===== config.mk =====
export PLATFORM = sky130hd
export DESIGN_NAME = pe_dot_pipeline
export DESIGN_NICKNAME = d
export VERILOG_FILES = /design/src/rtl/pe_dot_pipeline.sv
export SDC_FILE = /design/constraint.sdc
export NUM_CORES = 1
export LEC_CHECK = 0
export ABC_AREA = 1
export CAP_MARGIN = 20
export CELL_PAD_IN_SITES_DETAIL_PLACEMENT = 0
export CELL_PAD_IN_SITES_GLOBAL_PLACEMENT = 1
export CORE_ASPECT_RATIO = 2
export CORE_MARGIN = 2
export CORE_UTILIZATION = 35
export DETAILED_ROUTE_END_ITERATION = 10
export HOLD_SLACK_MARGIN = 0.08
export PLACE_DENSITY = 0.62
export SYNTH_ARGS = -nofsm -noshare
export SYNTH_HDL_FRONTEND = slang
export SYNTH_SLANG_ARGS = --single-unit

===== constraint.sdc =====
create_clock -name i_clk -period 5.8 [get_ports i_clk]
set_input_delay 0.87 -clock i_clk [delete_from_list [all_inputs] [get_ports i_clk]]
set_output_delay 0.87 -clock i_clk [all_outputs]
set_load 0.005 [all_outputs]

===== src/rtl/pe_dot_pipeline.sv =====
// -----------------------------------------------------------------------------
// pe_dot_pipeline
//
// Pipelined dot-product chain: o_psum = i_psum + sum_k x_k * w_k over D lanes,
// one multiply-accumulate stage per lane, one vector accepted per cycle.
// Weights sit in per-stage registers and are reloaded serially through a small
// IDLE / DRAIN / LOAD / READY state machine. A reload request waits for all
// in-flight vectors to leave the chain, so they finish with the old weights.
//
// Optional build macro:
//   PE_DOT_SATURATE_EN  - when defined, every stage sum is formed one bit wider
//                         and clamped to the signed BW2 range. When undefined,
//                         stage sums simply wrap modulo 2^BW2.
//
// Ports:
//   i_clk       clock, rising edge
//   i_rst_n     asynchronous active-low reset
//   i_valid     input vector valid
//   i_x         D packed signed activations, lane k = i_x[k*XW +: XW]
//   i_psum      signed input partial sum (sign-extended to BW2)
//   i_w_start   request a weight reload
//   i_w_valid   weight word valid while loading
//   i_w         signed weight word; first word loaded ends up in stage 0
//   o_valid     result valid (D cycles after an accepted vector)
//   o_psum      signed result, holds its value while o_valid is low
//   o_w_ready   weights loaded, vectors are being accepted
//   o_err       one-cycle pulse after an i_valid that was dropped
// -----------------------------------------------------------------------------
module pe_dot_pipeline #(
   parameter int XW  = 8,
   parameter int WW  = 8,
   parameter int BW1 = 16,
   parameter int BW2 = 20,
   parameter int D   = 4
) (
   input  logic                  i_clk,
   input  logic                  i_rst_n,
   input  logic                  i_valid,
   input  logic [D*XW-1:0]       i_x,
   input  logic signed [BW1-1:0] i_psum,
   input  logic                  i_w_start,
   input  logic                  i_w_valid,
   input  logic signed [WW-1:0]  i_w,
   output logic                  o_valid,
   output logic signed [BW2-1:0] o_psum,
   output logic                  o_w_ready,
   output logic                  o_err
);

   localparam int CW = (D > 1) ? $clog2(D) : 1;
   localparam int PW = XW + WW;

   typedef enum logic [1:0] {
      ST_IDLE,
      ST_DRAIN,
      ST_LOAD,
      ST_READY
   } state_t;

   state_t                state_reg, state_next;
   logic [CW-1:0]         cnt_reg, cnt_next;
   logic                  w_shift;
   logic signed [WW-1:0]  w_reg [0:D-1];
   logic [D-1:0]          vld_vec;
   logic                  pipe_busy;
   logic                  accept;
   logic                  w_ready_reg;
   logic                  err_reg;

   // Stage adder. The saturating form extends both operands by one bit so
   // that an overflow shows up as a disagreement between the top two bits.
   function automatic logic signed [BW2-1:0] stage_add(
      input logic signed [BW2-1:0] a,
      input logic signed [BW2-1:0] b
   );
`ifdef PE_DOT_SATURATE_EN
      logic [BW2:0] wide;
      wide = {a[BW2-1], a} + {b[BW2-1], b};
      if (wide[BW2] != wide[BW2-1]) begin
         if (wide[BW2])
            return {1'b1, {(BW2-1){1'b0}}};
         else
            return {1'b0, {(BW2-1){1'b1}}};
      end
      return wide[BW2-1:0];
`else
      return a + b;
`endif
   endfunction

   assign pipe_busy = |vld_vec;

   // A vector is taken only in READY and never alongside a reload request.
   assign accept = (state_reg == ST_READY) && i_valid && !i_w_start;

   // ---------------------------------------------------------------------
   // Control FSM
   // ---------------------------------------------------------------------
   always_comb begin
      state_next = state_reg;
      cnt_next   = cnt_reg;
      w_shift    = 1'b0;
      case (state_reg)
         ST_IDLE, ST_READY: begin
            if (i_w_start) begin
               state_next = pipe_busy ? ST_DRAIN : ST_LOAD;
               cnt_next   = '0;
            end
         end
         ST_DRAIN: begin
            // Move to LOAD once a whole cycle has seen the chain empty.
            if (!pipe_busy) begin
               state_next = ST_LOAD;
               cnt_next   = '0;
            end
         end
         ST_LOAD: begin
            // A fresh request restarts the word count; the next D words
            // overwrite whatever was shifted in so far.
            if (i_w_start) begin
               cnt_next = '0;
            end else if (i_w_valid) begin
               w_shift = 1'b1;
               if (cnt_reg == CW'(D - 1)) begin
                  state_next = ST_READY;
                  cnt_next   = '0;
               end else begin
                  cnt_next = cnt_reg + 1'b1;
               end
            end
         end
         default: begin
            state_next = ST_IDLE;
         end
      endcase
   end

   always_ff @(posedge i_clk or negedge i_rst_n) begin
      if (!i_rst_n) begin
         state_reg   <= ST_IDLE;
         cnt_reg     <= '0;
         w_ready_reg <= 1'b0;
         err_reg     <= 1'b0;
      end else begin
         state_reg   <= state_next;
         cnt_reg     <= cnt_next;
         w_ready_reg <= (state_next == ST_READY);
         err_reg     <= i_valid && !accept;
      end
   end

   // ---------------------------------------------------------------------
   // Weight shift register: new words enter at the top stage and move down,
   // so after D words the first one sits in stage 0.
   // ---------------------------------------------------------------------
   always_ff @(posedge i_clk or negedge i_rst_n) begin
      if (!i_rst_n) begin
         for (int k = 0; k < D; k++)
            w_reg[k] <= '0;
      end else if (w_shift) begin
         for (int k = 0; k < D - 1; k++)
            w_reg[k] <= w_reg[k + 1];
         w_reg[D - 1] <= i_w;
      end
   end

   // ---------------------------------------------------------------------
   // MAC stages
   // ---------------------------------------------------------------------
   genvar gi;
   generate
      for (gi = 0; gi < D; gi++) begin : g_stage
         logic signed [XW-1:0]  x_lane;
         logic signed [PW-1:0]  prod;
         logic signed [BW2-1:0] prod_ext;
         logic signed [BW2-1:0] sum_in;
         logic                  vld_in;
         logic signed [BW2-1:0] sum_reg;
         logic                  vld_reg;

         if (gi == 0) begin : g_head
            assign x_lane = i_x[XW-1:0];
            assign sum_in = BW2'(i_psum);
            assign vld_in = accept;
         end else begin : g_tail
            // Lane gi is delayed gi cycles so it reaches this stage together
            // with the partial sum of the same vector.
            logic signed [XW-1:0] skew_reg [0:gi-1];

            always_ff @(posedge i_clk or negedge i_rst_n) begin
               if (!i_rst_n) begin
                  for (int j = 0; j < gi; j++)
                     skew_reg[j] <= '0;
               end else begin
                  skew_reg[0] <= i_x[gi*XW +: XW];
                  for (int j = 1; j < gi; j++)
                     skew_reg[j] <= skew_reg[j - 1];
               end
            end

            assign x_lane = skew_reg[gi - 1];
            assign sum_in = g_stage[gi - 1].sum_reg;
            assign vld_in = g_stage[gi - 1].vld_reg;
         end

         assign prod     = PW'(x_lane) * PW'(w_reg[gi]);
         assign prod_ext = BW2'(prod);

         // Bubbles advance the valid bit but leave the stored sum alone.
         always_ff @(posedge i_clk or negedge i_rst_n) begin
            if (!i_rst_n) begin
               sum_reg <= '0;
               vld_reg <= 1'b0;
            end else begin
               vld_reg <= vld_in;
               if (vld_in)
                  sum_reg <= stage_add(sum_in, prod_ext);
            end
         end

         assign vld_vec[gi] = vld_reg;
      end
   endgenerate

   assign o_valid   = g_stage[D - 1].vld_reg;
   assign o_psum    = g_stage[D - 1].sum_reg;
   assign o_w_ready = w_ready_reg;
   assign o_err     = err_reg;

endmodule

==> out/metrics.cfg <==
[worst_setup_path]
critPathCaptureType=flop
cp.arrival_ns=5.69
path_class=reg -> reg
crit_path_max_fanout=12
crit_path_start_kind=flop
required_ns=6.15

[detailed_routing]
vias_post_dr=14650
viasPerCell=4.610
routed_wire_per_std_cell_um=16.24
antenna_left=0
post-route-drc-count=0
dr.first_iter.drc_count=475
totalWireLength_um=51620
dr_pass1_iterations=5

[synth]
synth_largest_area_cell=sky130_fd_sc_hd__fa_1
synthesized_area_mm2=0.02013
postSynthCellCount=2372
synth_seq_area_share=0.2076
post_synth_cell_types=33
yosys_warnings=0
mean_cell_area_of_the_mapped_netlist_um2=8.486
postSynthNetCount=2948
synth.top_cells.by_area=sky130_fd_sc_hd__fa_1 (33%), sky130_fd_sc_hd__dfrtp_1 (21%), sky130_fd_sc_hd__ha_1 (11%)
synth.ff_latch_count=167
synth_top_cell_area_share=0.3342

[timing]
maxSlewHeadroom=0.3493
report.final.hold_viol_count=0
max_freq_mhz=187.4
timing.final.ws_setup_ns=0.4627
period_needed_ns=5.337
grt_setup_unrepaired=no
report.final.setup_viol=0
worst_clock_skew_ns=0.01606
tns_ns=0
tightest_slew_ns=0.9760
fin_crit_sh=0.9202
final-max-slew-violation-count=0

[placed_design]
gp_routability_congestion=0.8546
detailed_place_hpwl_um=45070
post-place-ws_ns=0.1471
port_bufs=83

[global_routing]
track_usage=0.1838
grt.overflow.total=0
antenna_violations_before_repair=0
pin_count_of_the_biggest_net_entering_global_routing=101
wire_length_of_the_first_global_routing_pass_um=84040
vias_in_the_first_global_route=16670

[floorplan]
floorplan.io_pins=84
die_h_um=343.2
initial_utilization=0.3535
design.die.area_mm2=0.05956
die_w_um=173.6
core_area_mm2=0.05694
num_rows=124

[layout]
num-nets-final=2985
synthToLayoutAreaGrowth_pct=10.80
final_core_utilization=0.3917
final.fill_count=5908
antennaDiodeCount=0
largest_reg_flops=57
layout_common_cells=sky130_fd_sc_hd__nand2_1 (594), sky130_fd_sc_hd__inv_1 (592), sky130_fd_sc_hd__fa_1 (336), sky130_fd_sc_hd__ha_1 (179), sky130_fd_sc_hd__dfrtp_1 (167)
drive_gt1_frac=0.03138
final_common_cell=sky130_fd_sc_hd__nand2_1

[clock_tree]
clk-insertion-delay-late_ns=0.46
cts-root-buf=sky130_fd_sc_hd__clkbuf_16
cts_num_sinks=167
cts-root-to-sink-buffers=2
tritoncts=built
post_cts_sizing=0
cts-buffers-inserted=17
ctsHtreeMaxLevel=4
cts_hold_repair.buffers=0
clkTransAtPathRegs_ns=0.08
post-cts-setup-buffers=0

[min_path]
min_path_type=reg -> reg

[run_status]
run_status=finished, final reports clean

[run]
cap_violations=0

==> synthesized netlist by cell type <==
library cell               number
sky130_fd_sc_hd__nand2_1      594
sky130_fd_sc_hd__inv_1        592
sky130_fd_sc_hd__fa_1         336
sky130_fd_sc_hd__ha_1         179
sky130_fd_sc_hd__dfrtp_1      167
sky130_fd_sc_hd__nor2_1        98
sky130_fd_sc_hd__nand3_1       89
sky130_fd_sc_hd__o21ai_0       79
sky130_fd_sc_hd__clkbuf_1      69
sky130_fd_sc_hd__a21oi_1       61
sky130_fd_sc_hd__xnor2_1       16
sky130_fd_sc_hd__nand3b_1      15
sky130_fd_sc_hd__buf_2         10
sky130_fd_sc_hd__nand4_1       10
sky130_fd_sc_hd__or2_2          6
sky130_fd_sc_hd__a21oi_2        5
sky130_fd_sc_hd__a31oi_1        5
sky130_fd_sc_hd__nand3_2        5
sky130_fd_sc_hd__inv_2          4
sky130_fd_sc_hd__nand2_2        4
sky130_fd_sc_hd__o21a_1         4
sky130_fd_sc_hd__or2_1          4
sky130_fd_sc_hd__xor2_1         4
sky130_fd_sc_hd__clkinv_1       3
sky130_fd_sc_hd__o21ai_1        3
sky130_fd_sc_hd__and2_1         2
sky130_fd_sc_hd__buf_4          2
sky130_fd_sc_hd__a21boi_0       1
sky130_fd_sc_hd__a21o_1         1
sky130_fd_sc_hd__nor3_2         1
sky130_fd_sc_hd__o21ai_2        1
sky130_fd_sc_hd__o21bai_1       1
sky130_fd_sc_hd__o22ai_1        1
==> worst max-delay path, stage by stage, from the launching register on <==
cell,delay (ns)
sky130_fd_sc_hd__dfrtp_1,0.58
sky130_fd_sc_hd__nand2_1,0.15
sky130_fd_sc_hd__inv_1,0.58
sky130_fd_sc_hd__fa_1,0.57
sky130_fd_sc_hd__fa_1,0.51
sky130_fd_sc_hd__fa_1,0.54
sky130_fd_sc_hd__inv_1,0.05
sky130_fd_sc_hd__fa_1,0.47
sky130_fd_sc_hd__inv_1,0.04
sky130_fd_sc_hd__ha_1,0.27
sky130_fd_sc_hd__ha_1,0.37
sky130_fd_sc_hd__nand2_1,0.15
sky130_fd_sc_hd__nor2_1,0.36
sky130_fd_sc_hd__nand2_1,0.15
sky130_fd_sc_hd__nand2_1,0.13
sky130_fd_sc_hd__nand2_1,0.06
sky130_fd_sc_hd__nand3_1,0.07
sky130_fd_sc_hd__nand2_1,0.05
sky130_fd_sc_hd__nand3_1,0.07
sky130_fd_sc_hd__nand2_1,0.05
==> per-stage QoR <==
stage	instances	hold slack (ns)	area (um^2)
after floorplan	2372	0.3312	20130
after CTS	3178	0.3448	22300
after global placement	3146	0.3323	21710
after global routing	3178	0.3498	22300
after detailed placement	3146	0.3347	21710
final	3178	0.3438	22300
==> routing by layer <==
layer / up-vias / global-route usage / part of all wire
li1: 7025 / - / -
met2: 215 / 0.4201 / 0.64
met4: 0 / 0.08263 / 0.043
met1: 7318 / 0.1459 / 0.30
met3: 92 / 0.01806 / 0.019
met5: - / 0 / 0
==> logic make-up (layout without fill, tap and decap cells) <==
logic type	after synthesis	after routing	share of synthesized area
AND/OR/NAND/NOR	828	828	0.1678
XOR/XNOR	20	20	0.008702
buffers and inverters	680	730	0.1278
flip-flops	167	167	0.2076
adder cells (fa/ha/maj)	515	515	0.4454
AO/OA/AOI/OAI	162	162	0.04264
==> worst paths after layout <==
path                                                           from                                        to  slack, ns  cells after the start
max                                  g_stage[3].x_lane[7]$_DFF_PN0_                    o_psum[19]$_DFFE_PN0P_       0.46                     19
min                        g_stage[3].g_tail.skew_reg[22]$_DFF_PN0_  g_stage[3].g_tail.skew_reg[14]$_DFF_PN0_       0.34                      0
max reg2reg                          g_stage[3].x_lane[7]$_DFF_PN0_                    o_psum[19]$_DFFE_PN0P_       0.46                     19
min reg2reg                g_stage[3].g_tail.skew_reg[22]$_DFF_PN0_  g_stage[3].g_tail.skew_reg[14]$_DFF_PN0_       0.34                      0
min in group asynchronous                                   i_rst_n            g_stage[3].x_lane[1]$_DFF_PN0_       0.50                      1
max in group asynchronous                                   i_rst_n        g_stage[2].sum_reg[18]$_DFFE_PN0P_       4.27                      2
==> cell type report <==
| type | instances | area [um^2] | area share |
|---|---|---|---|
| Multi-Input combinational cell | 1525 | 13380 | 0.6001 |
| Sequential cell | 167 | 4179 | 0.1874 |
| Inverter | 599 | 2248 | 0.1008 |
| Timing Repair Buffer | 99 | 952.2 | 0.04269 |
| Tap cell | 756 | 945.9 | 0.04241 |
| Clock buffer | 17 | 425.4 | 0.01907 |
| Clock inverter | 15 | 168.9 | 0.007574 |
Power is left out: the tool's default activity adds up to more than one toggle a clock period on the data nets, which glitch-free logic cannot reach.
